### config.mk
export PLATFORM = sky130hd
export DESIGN_NAME = mux_feed_serializer
export DESIGN_NICKNAME = d
export VERILOG_FILES = /design/src/rtl/mux_feed_serializer.sv
export SDC_FILE = /design/constraint.sdc
export NUM_CORES = 1
export LEC_CHECK = 0
export CAP_MARGIN = 20
export CORE_MARGIN = 2
export CORE_UTILIZATION = 49
export CTS_CLUSTER_SIZE = 10
export DETAILED_ROUTE_END_ITERATION = 6
export PLACE_DENSITY = 0.77
export SYNTH_ARGS = -nofsm -noshare
export SYNTH_HDL_FRONTEND = slang
export SYNTH_SLANG_ARGS = --single-unit
### constraint.sdc
create_clock -name clk -period 3 [get_ports clk]
set_input_delay 0.6 -clock clk [delete_from_list [all_inputs] [get_ports clk]]
set_output_delay 0.6 -clock clk [all_outputs]
set_load 0.05 [all_outputs]
### src/rtl/mux_feed_serializer.sv
// Serializer that feeds a 2:1 mux: drives a bit pair plus select so the mux output is a serial stream.
// Optional build macro MUX_FEED_MSB_FIRST_EN switches the serial order from LSB-first to MSB-first.
module mux_feed_serializer #(
  parameter int WORD_W = 8,
  parameter int CNT_W  = $clog2(WORD_W) + 1
) (
  input  logic              clk,
  input  logic              rst,
  input  logic              load_valid,
  input  logic [WORD_W-1:0] load_data,
  output logic              load_ready,
  output logic [1:0]        mux_i,
  output logic [1:0]        mux_s,
  output logic              bit_valid,
  output logic              busy,
  output logic              done
);

  localparam logic [0:0]       ST_IDLE  = 1'b0;
  localparam logic [0:0]       ST_SHIFT = 1'b1;
  localparam logic [CNT_W-1:0] CNT_LAST = CNT_W'(WORD_W - 1);

`ifdef MUX_FEED_MSB_FIRST_EN
  // Cycle A shows the upper bit of the pair, cycle B the lower one.
  localparam logic [1:0] SEL_A = 2'b01;
  localparam logic [1:0] SEL_B = 2'b00;

  function automatic logic [1:0] head_pair(input logic [WORD_W-1:0] w);
    return w[WORD_W-1 -: 2];
  endfunction

  function automatic logic [WORD_W-1:0] drop_pair(input logic [WORD_W-1:0] w);
    return w << 2;
  endfunction
`else
  localparam logic [1:0] SEL_A = 2'b00;
  localparam logic [1:0] SEL_B = 2'b01;

  function automatic logic [1:0] head_pair(input logic [WORD_W-1:0] w);
    return w[1:0];
  endfunction

  function automatic logic [WORD_W-1:0] drop_pair(input logic [WORD_W-1:0] w);
    return w >> 2;
  endfunction
`endif

  logic [0:0]        state_q, state_d;
  logic [WORD_W-1:0] shreg_q, shreg_d;
  logic [CNT_W-1:0]  cnt_q, cnt_d;
  logic [1:0]        mux_i_q, mux_i_d;
  logic [1:0]        mux_s_q, mux_s_d;
  logic              bit_valid_q, bit_valid_d;
  logic              busy_q, busy_d;
  logic              done_q, done_d;
  logic              load_ready_q, load_ready_d;

  // Next-state and next-output logic; cnt_q is the index of the bit currently presented.
  always_comb begin
    state_d      = state_q;
    shreg_d      = shreg_q;
    cnt_d        = cnt_q;
    mux_i_d      = mux_i_q;
    mux_s_d      = mux_s_q;
    bit_valid_d  = 1'b0;
    busy_d       = 1'b0;
    done_d       = 1'b0;
    load_ready_d = 1'b1;
    case (state_q)
      ST_IDLE: begin
        mux_s_d = 2'b00;
        if (load_valid && load_ready_q) begin
          state_d      = ST_SHIFT;
          shreg_d      = drop_pair(load_data);
          mux_i_d      = head_pair(load_data);
          mux_s_d      = SEL_A;
          cnt_d        = '0;
          bit_valid_d  = 1'b1;
          busy_d       = 1'b1;
          load_ready_d = 1'b0;
        end else begin
          state_d = ST_IDLE;
        end
      end
      ST_SHIFT: begin
        if (cnt_q == CNT_LAST) begin
          // Completion: mux_i keeps its last pair, only the select returns home.
          state_d      = ST_IDLE;
          cnt_d        = '0;
          mux_s_d      = 2'b00;
          done_d       = 1'b1;
          load_ready_d = 1'b1;
        end else begin
          cnt_d        = cnt_q + CNT_W'(1);
          bit_valid_d  = 1'b1;
          busy_d       = 1'b1;
          load_ready_d = 1'b0;
          if (cnt_q[0] == 1'b0) begin
            mux_s_d = SEL_B;
          end else begin
            mux_i_d = head_pair(shreg_q);
            shreg_d = drop_pair(shreg_q);
            mux_s_d = SEL_A;
          end
        end
      end
      default: begin
        state_d = ST_IDLE;
        cnt_d   = '0;
        mux_s_d = 2'b00;
      end
    endcase
  end

  // State and output registers with synchronous reset.
  always_ff @(posedge clk) begin
    if (rst) begin
      state_q      <= ST_IDLE;
      shreg_q      <= '0;
      cnt_q        <= '0;
      mux_i_q      <= 2'b00;
      mux_s_q      <= 2'b00;
      bit_valid_q  <= 1'b0;
      busy_q       <= 1'b0;
      done_q       <= 1'b0;
      load_ready_q <= 1'b1;
    end else begin
      state_q      <= state_d;
      shreg_q      <= shreg_d;
      cnt_q        <= cnt_d;
      mux_i_q      <= mux_i_d;
      mux_s_q      <= mux_s_d;
      bit_valid_q  <= bit_valid_d;
      busy_q       <= busy_d;
      done_q       <= done_d;
      load_ready_q <= load_ready_d;
    end
  end

  assign load_ready = load_ready_q;
  assign mux_i      = mux_i_q;
  assign mux_s      = mux_s_q;
  assign bit_valid  = bit_valid_q;
  assign busy       = busy_q;
  assign done       = done_q;

endmodule

======== Word level (Yosys, flattened, before mapping) ========
Index checks and enable logic that the tools add are counted.
cells by class
  bitwise gates (word level) .............. 1
  eq/ne operators ......................... 4
  add/sub/neg operators ................... 1
  reduce and logical (&&, ||, !) cells .... 3
  multiplexer cells ....................... 20
operators with widths
  operator               number
  $mux W8                3
  $pmux W8 S2            1
  $mux W4                2
  $pmux W2 S2            2
  $pmux W4 S2            1
  $mux W1                6
  $mux W2                3
  $ne A2 B2 Y1 const B   3
  $add A4 B1 Y4 const B  1
  $eq A4 B3 Y1 const B   1
  $pmux W1 S2            2
  $reduce_and A3 Y1      1
  $reduce_or A2 Y1       1
  $logic_and A1 B1 Y1    1
  $not A1 Y1             1
storage, ports and cells
  output and inout port bits .............. 8
  register bits after elaboration ......... 19
  logic and storage cells ................. 36

======== Longest topological paths before layout ========
Gate-level depths: netlist of the first run.
  word-level depth ........................ 3
  gate-level depth with buffers ........... 4

======== Worst setup path before layout of the first run ========
No wires, ideal clock.
  path kind ............................... flip-flop to output port
  start ................................... reg busy_q (netlist: busy)
  end ..................................... out busy
  arrival time ............................ 984 ps
  cell stages (with the launch flop) ...... 2
  path buffers ............................ 1
  slack ................................... 1416 ps
  cell sequence ........................... dfxtp_1 > buf_4
RTL lines
  element                 line  RTL
  start, declared         54    logic busy_q, busy_d;
  start signal, assigned  134   busy_q <= busy_d;
  end, declared           15    output logic busy,
No word-level cell between the ends.

======== Final worst setup path of the first run ========
  start ................................... reg busy_q (netlist: busy)
  end ..................................... out busy
No word-level cell between the ends.

==> flow_summary.toml, run 1 <==
[finish]
synthToLayoutAreaGrowth_pct = 24.8
final_core_util_pct = 67.4
antenna_cells = 0
drive_gt1_share_pct = 6.59
nNetsFinal = 104

[logic_synthesis]
synth_compound_area_share_pct = 25.5
synth_top_area_cell = "dfxtp_1"
ys_seq_area_share_pct = 44.4
synthCells = 76
synthesis.area_um2 = 721
synthSimpleGateAreaFrac_pct = 16.1
avgSynthCellArea_um2 = 9.48
synthTopCellsByCount = "16 x dfxtp_1, 10 x inv_1, 9 x a21oi_1"
ys.flop_type = "dfxtp_1"
synthAdderAreaFrac_pct = 1.74
ys_types = 25
synth.area.top_cells = "dfxtp_1 44%, o221a_1 9.4%, a21oi_1 6.3%"
muxShareOfSynthArea_pct = 0
async_flop_share_pct = 0
synth-xor-area-share_pct = 0
yosys.area.top_type_share_pct = 44.4
syn_nets = 88
ys_ff_latch = 16
yosysWarningCount = 0
synth_top_family_by_area = "compound AO/OA/AOI/OAI gates"
yosysMostFrequentCell = "dfxtp_1"
synth-edff-count = 0

[pwr]
switching_share_pct = 28.2
sequentialPowerShare_pct = 50.7
totalPowerFinal_mw = 0.475
internal-power_mw = 0.341
pwr-share-clk_pct = 29.6
netSwitchingPower_mw = 0.134
powerDensity_nw_per_um2 = 529
peakVddDrop_mv = 0.276
pwr-share-comb_pct = 19.7
power.leakage_nw = 0.361

[route]
drc = 0
drtIter0Drc = 9
ant_nets = 0
firstDrtPassIters = 4
viasPerCell = 5.58
num_vias = 591
routedWlPerCell_um = 13.0
routed_wl_mm = 1.37

[global_route]
grt_max_degree = 19
antenna_found_initial = 0
grt.total_usage_pct = 17.4
busiest_layer = "met2"
gr-total-overflow = 0
use_met3_pct = 7.33
met1_usage_pct = 21.1
grt_pass1_vias = 557
met2_usage_pct = 27.7
grt_pass1_wl_mm = 2.37

[sta]
max_freq_mhz = 419
rsz0062_at_grt = "no"
fin_tns_setup_ns = 0
slew_violations = 0
finalHoldViolations = 0
period_needed_ns = 2.39
slew_headroom_pct = 58.0
worst_pin_slew_ns = 0.628
setup_viol = 0
period_share_pct = 79.6
fin_worst_skew_ns = 0.00739

[placed_design]
routabilityCongestion = 0.730
place.port_buffers = 17
dp.final_hpwl_mm = 1.02

[clocking]
clkSinkCount = 16
clock_latency_ns = 0.29
cts_tree = "done"
post_cts_buffers = 0
clockBufferDepth = 2
htree_levels = 1
cts_root_buffer = "clkbuf_4"
cts_hold_buf = 0
path_clk_slew_ns = 0.09
cts_buffers = 3
cts_resized = 0

[job]
drv_cap = 0

[critical_path]
crit_type = "reg -> out"
cp_max_fo = 15
start_kind = "flop"
cp.buffers_inverters = 1
crit_required_ns = 2.40
cp_top_family = "buffers and inverters"
slowest_stage = "clkdlybuf4s50_1"
crit_chain = "clkdlybuf4s50_1"
max_stage_delay_ns = 0.90
cp.arrival_ns = 1.79
worstSetupEndpointType = "output pin"

[die]
die_area_um2 = 1790
ios = 19
rows = 13
fp.dieH_um = 42.4
start_util_pct = 54.0
die_w_um = 42.4
core-area_um2 = 1330

[status]
status = "finished clean"

[hold_path]
hp-class = "reg -> reg"
[area by class of cell]
cell class / count / area, µm²
inverter: 10 / 37.5
sequential: 16 / 320
multi-input combinational: 44 / 317
tap: 15 / 18.8
timing repair buffer: 17 / 170
fill: 126 / 434
clock buffer: 4 / 36.3
[per-stage QoR]
step                      instance area [µm²]  setup slack (ns)  instances  hold slack, ns
after floorplan                           721              1.42         76           0.453
after global placement                    863             0.944        102           0.466
after detailed placement                  863             0.930        102           0.474
after CTS                                 900             0.612        106           0.490
after global routing                      900             0.540        106           0.526
final                                     900             0.612        106           0.492
[routing by layer]
metal	vias up	wire length, µm
li1	297	-
met3	0	78
met1	278	632
met2	16	664
met4	0	0
met5	-	0
[cells in the final DEF, fill, tap and decap left out]
cell	Yosys	final
dfxtp_1	16	16
ha_1	1	1
o41ai_2	2	2
nor3_1	1	1
nand3_1	3	3
nor2_1	1	1
a311oi_1	1	1
and3b_1	2	2
conb_1	1	1
o221a_1	6	6
nand2_1	5	5
a31oi_1	1	1
clkbuf_4	0	3
or3_1	1	1
o31ai_1	1	1
inv_1	10	10
nand2b_1	1	1
nand3b_1	5	5
a21oi_1	9	9
a31o_1	1	1
a211oi_1	1	1
and3_1	1	1
clkbuf_8	0	1
clkdlybuf4s50_1	0	17
[state kept, by name (all words and copies together) (netlist names)]
name / count
mux_s: 1
cnt_q: 4
done: 1
load_ready: 1
mux_i: 2
busy: 1
shreg_q: 6
[worst register-to-register path, cell delays in order (launching register included)]
cell,delay (ns)
dfxtp_1,0.60
and3b_1,0.37
a31o_1,0.31
o221a_1,0.25
[power by group through the flow]
stage          clock [mW]  combinational [mW]  sequential (mW)
2_1_floorplan           0              0.0501            0.262
5_1_grt             0.155               0.101            0.243
3_5_place_dp            0              0.0942            0.245
4_1_cts             0.146              0.0943            0.241
3_3_place_gp            0              0.0924            0.245
6_report            0.141              0.0938            0.241
[logic make-up after synthesis]
| logic type | Yosys count |
|---|---|
| other | 1 |
| buffers and inverters | 16 |
| adders and majority gates | 1 |
| and+or+nand+nor | 20 |
| AOI/OAI and AO/OA | 22 |
| DFF | 16 |
[path summary, 6_finish.rpt]
kind	start	to	slack (ns)	cells past startpoint
worst min register to register	shreg_q[5]	shreg_q[5]	0.49	2
worst max-delay path	busy	busy	0.61	1
worst max register to register	busy	shreg_q[0]	1.36	3
worst min-delay path	shreg_q[5]	shreg_q[5]	0.49	2
No activity file was read; power rests on OpenSTA's default activity.
==> run 2, diff against run 1 <==
Settings changed: CORE_UTILIZATION 49 to 45, PLACE_DENSITY 0.77 to 0.71.
Clock period 3 ns to 2.4 ns, I/O delays scaled along.
==> flow_summary.toml, run 2 (synthesized netlist as in run 1, its figures left out) <==
[clocking]
htree_levels = 1
post_cts_buffers = 0
cts_tree = "done"
cts_root_buffer = "clkbuf_4"
path_clk_slew_ns = 0.09
clock_latency_ns = 0.29
clockBufferDepth = 2
clkSinkCount = 16
cts_hold_buf = 0
cts_buffers = 3
cts_resized = 0

[pwr]
totalPowerFinal_mw = 0.597
power.leakage_nw = 0.366
internal-power_mw = 0.428
powerDensity_nw_per_um2 = 657
sequentialPowerShare_pct = 50.5
pwr-share-clk_pct = 29.5
peakVddDrop_mv = 0.364
netSwitchingPower_mw = 0.168
pwr-share-comb_pct = 20.0
switching_share_pct = 28.2

[placed_design]
routabilityCongestion = 0.842
dp.cells = 104
place.port_buffers = 17
dp.final_hpwl_um = 914

[global_route]
grt_max_degree = 19
antenna_found_initial = 0
grt_pass1_wl_mm = 2.34
grt_pass1_vias = 547
grt.total_usage_pct = 16.8
gr-total-overflow = 0

[finish]
antenna_cells = 0
final_common_cell = "clkdlybuf4s50_1"
final_core_util_pct = 60.3
fin_cells = 108
nNetsFinal = 105
drive_gt1_share_pct = 7.61
synthToLayoutAreaGrowth_pct = 26.0
final_cell_mix = "17 x clkdlybuf4s50_1, 16 x dfxtp_1, 10 x inv_1"
top_register = "shreg_q"
largest_register_ffs = 6

[sta]
worst_pin_slew_ns = 0.650
setup_viol = 0
max_freq_mhz = 440
finalHoldViolations = 0
rsz0062_at_grt = "no"
slew_violations = 0
timing.hold.ws_ns = 0.483
fin_tns_setup_ns = 0
fin_worst_skew_ns = 0.00661
slew_headroom_pct = 56.6
period_share_pct = 94.7
period_needed_ns = 2.27

[die]
start_util_pct = 47.8
rows = 14
ios = 19
die_area_um2 = 1940
die_w_um = 44.0
core-area_um2 = 1510
fp.dieH_um = 44.0

[route]
num_vias = 588
drc = 0
routedWlPerCell_um = 12.4
routed_wl_mm = 1.33
firstDrtPassIters = 4
viasPerCell = 5.44
drtIter0Drc = 9
ant_nets = 0

[critical_path]
max_stage_delay_ns = 0.90
ff2ff_setup_slack_ns = 0.85
cp_top_family = "buffers and inverters"
slowest_stage = "clkdlybuf4s50_1"
path_depth = 1
crit_type = "reg -> out"
worstSetupEndpointType = "output pin"
crit_path_end = "bit_valid"
reg2reg_from = "cnt_q[0]"
cp_max_fo = 15
reg2regPathDepth = 4
r2r_end = "shreg_q[0]"
cp.arrival_ns = 1.79
worstSetupStartpoint = "busy"
crit_chain = "clkdlybuf4s50_1"
cp.buffers_inverters = 1
start_kind = "flop"
crit_required_ns = 1.92

[status]
status = "finished clean"

[hold_path]
hp-class = "reg -> reg"

[job]
drv_cap = 0
==> run 2: cell count changes in the layout (fill, tap and decap cells not counted), sizes merged <==
cell and delta:
buf +1
==> run 2: final cells by class <==
class	instances	area, µm²
Sequential cell	16	320
Timing Repair Buffer	18	178
Clock buffer	4	36.3
Inverter	10	37.5
Multi-Input combinational cell	44	317
Fill cell	142	598
Tap cell	16	20.0
==> run 2: power by group through the flow <==
stage	logic, mW	clock network [mW]	registers (mW)
global route	0.129	0.197	0.304
finish	0.119	0.176	0.301
detailed placement	0.119	0	0.307
CTS	0.120	0.184	0.301
floorplan	0.0626	0	0.327
global placement	0.118	0	0.306
==> run 2: tightest hold or removal path: cells and delay by family (launching register included) <==
kind	cells	cell delay, ns
AO/OA/AOI/OAI	1	0.06
buffers and inverters	1	0.06
flip-flops	1	0.32
==> run 2: worst min-delay path by stage <==
stage,start,end,slack [ns],depth (start not counted)
2_1_floorplan,shreg_q[4],shreg_q[4],0.45,2
3_3_place_gp,shreg_q[5],shreg_q[5],0.46,2
3_5_place_dp,shreg_q[5],shreg_q[5],0.47,2
4_1_cts,shreg_q[5],shreg_q[5],0.48,2
5_1_grt,shreg_q[4],shreg_q[4],0.52,2
6_report,shreg_q[4],shreg_q[4],0.48,2
==> run 2: through the flow <==
| step | area (µm²) | worst slack [ns] |
|---|---|---|
| 3_5_place_dp | 872 | 0.481 |
| 2_1_floorplan | 721 | 0.885 |
| 3_3_place_gp | 872 | 0.503 |
| 6_report | 908 | 0.126 |
| 4_1_cts | 908 | 0.139 |
| 5_1_grt | 908 | 0.0615 |
==> run 2: per-layer routing <==
layer | vias to the layer above | track usage, % | part of all wire, %
met5 | - | 0 | 0
met1 | 267 | 21.8 | 51
met4 | 0 | 9.09 | 1.3
met2 | 14 | 23.5 | 43
met3 | 2 | 6.94 | 5.5
li1 | 305 | - | -
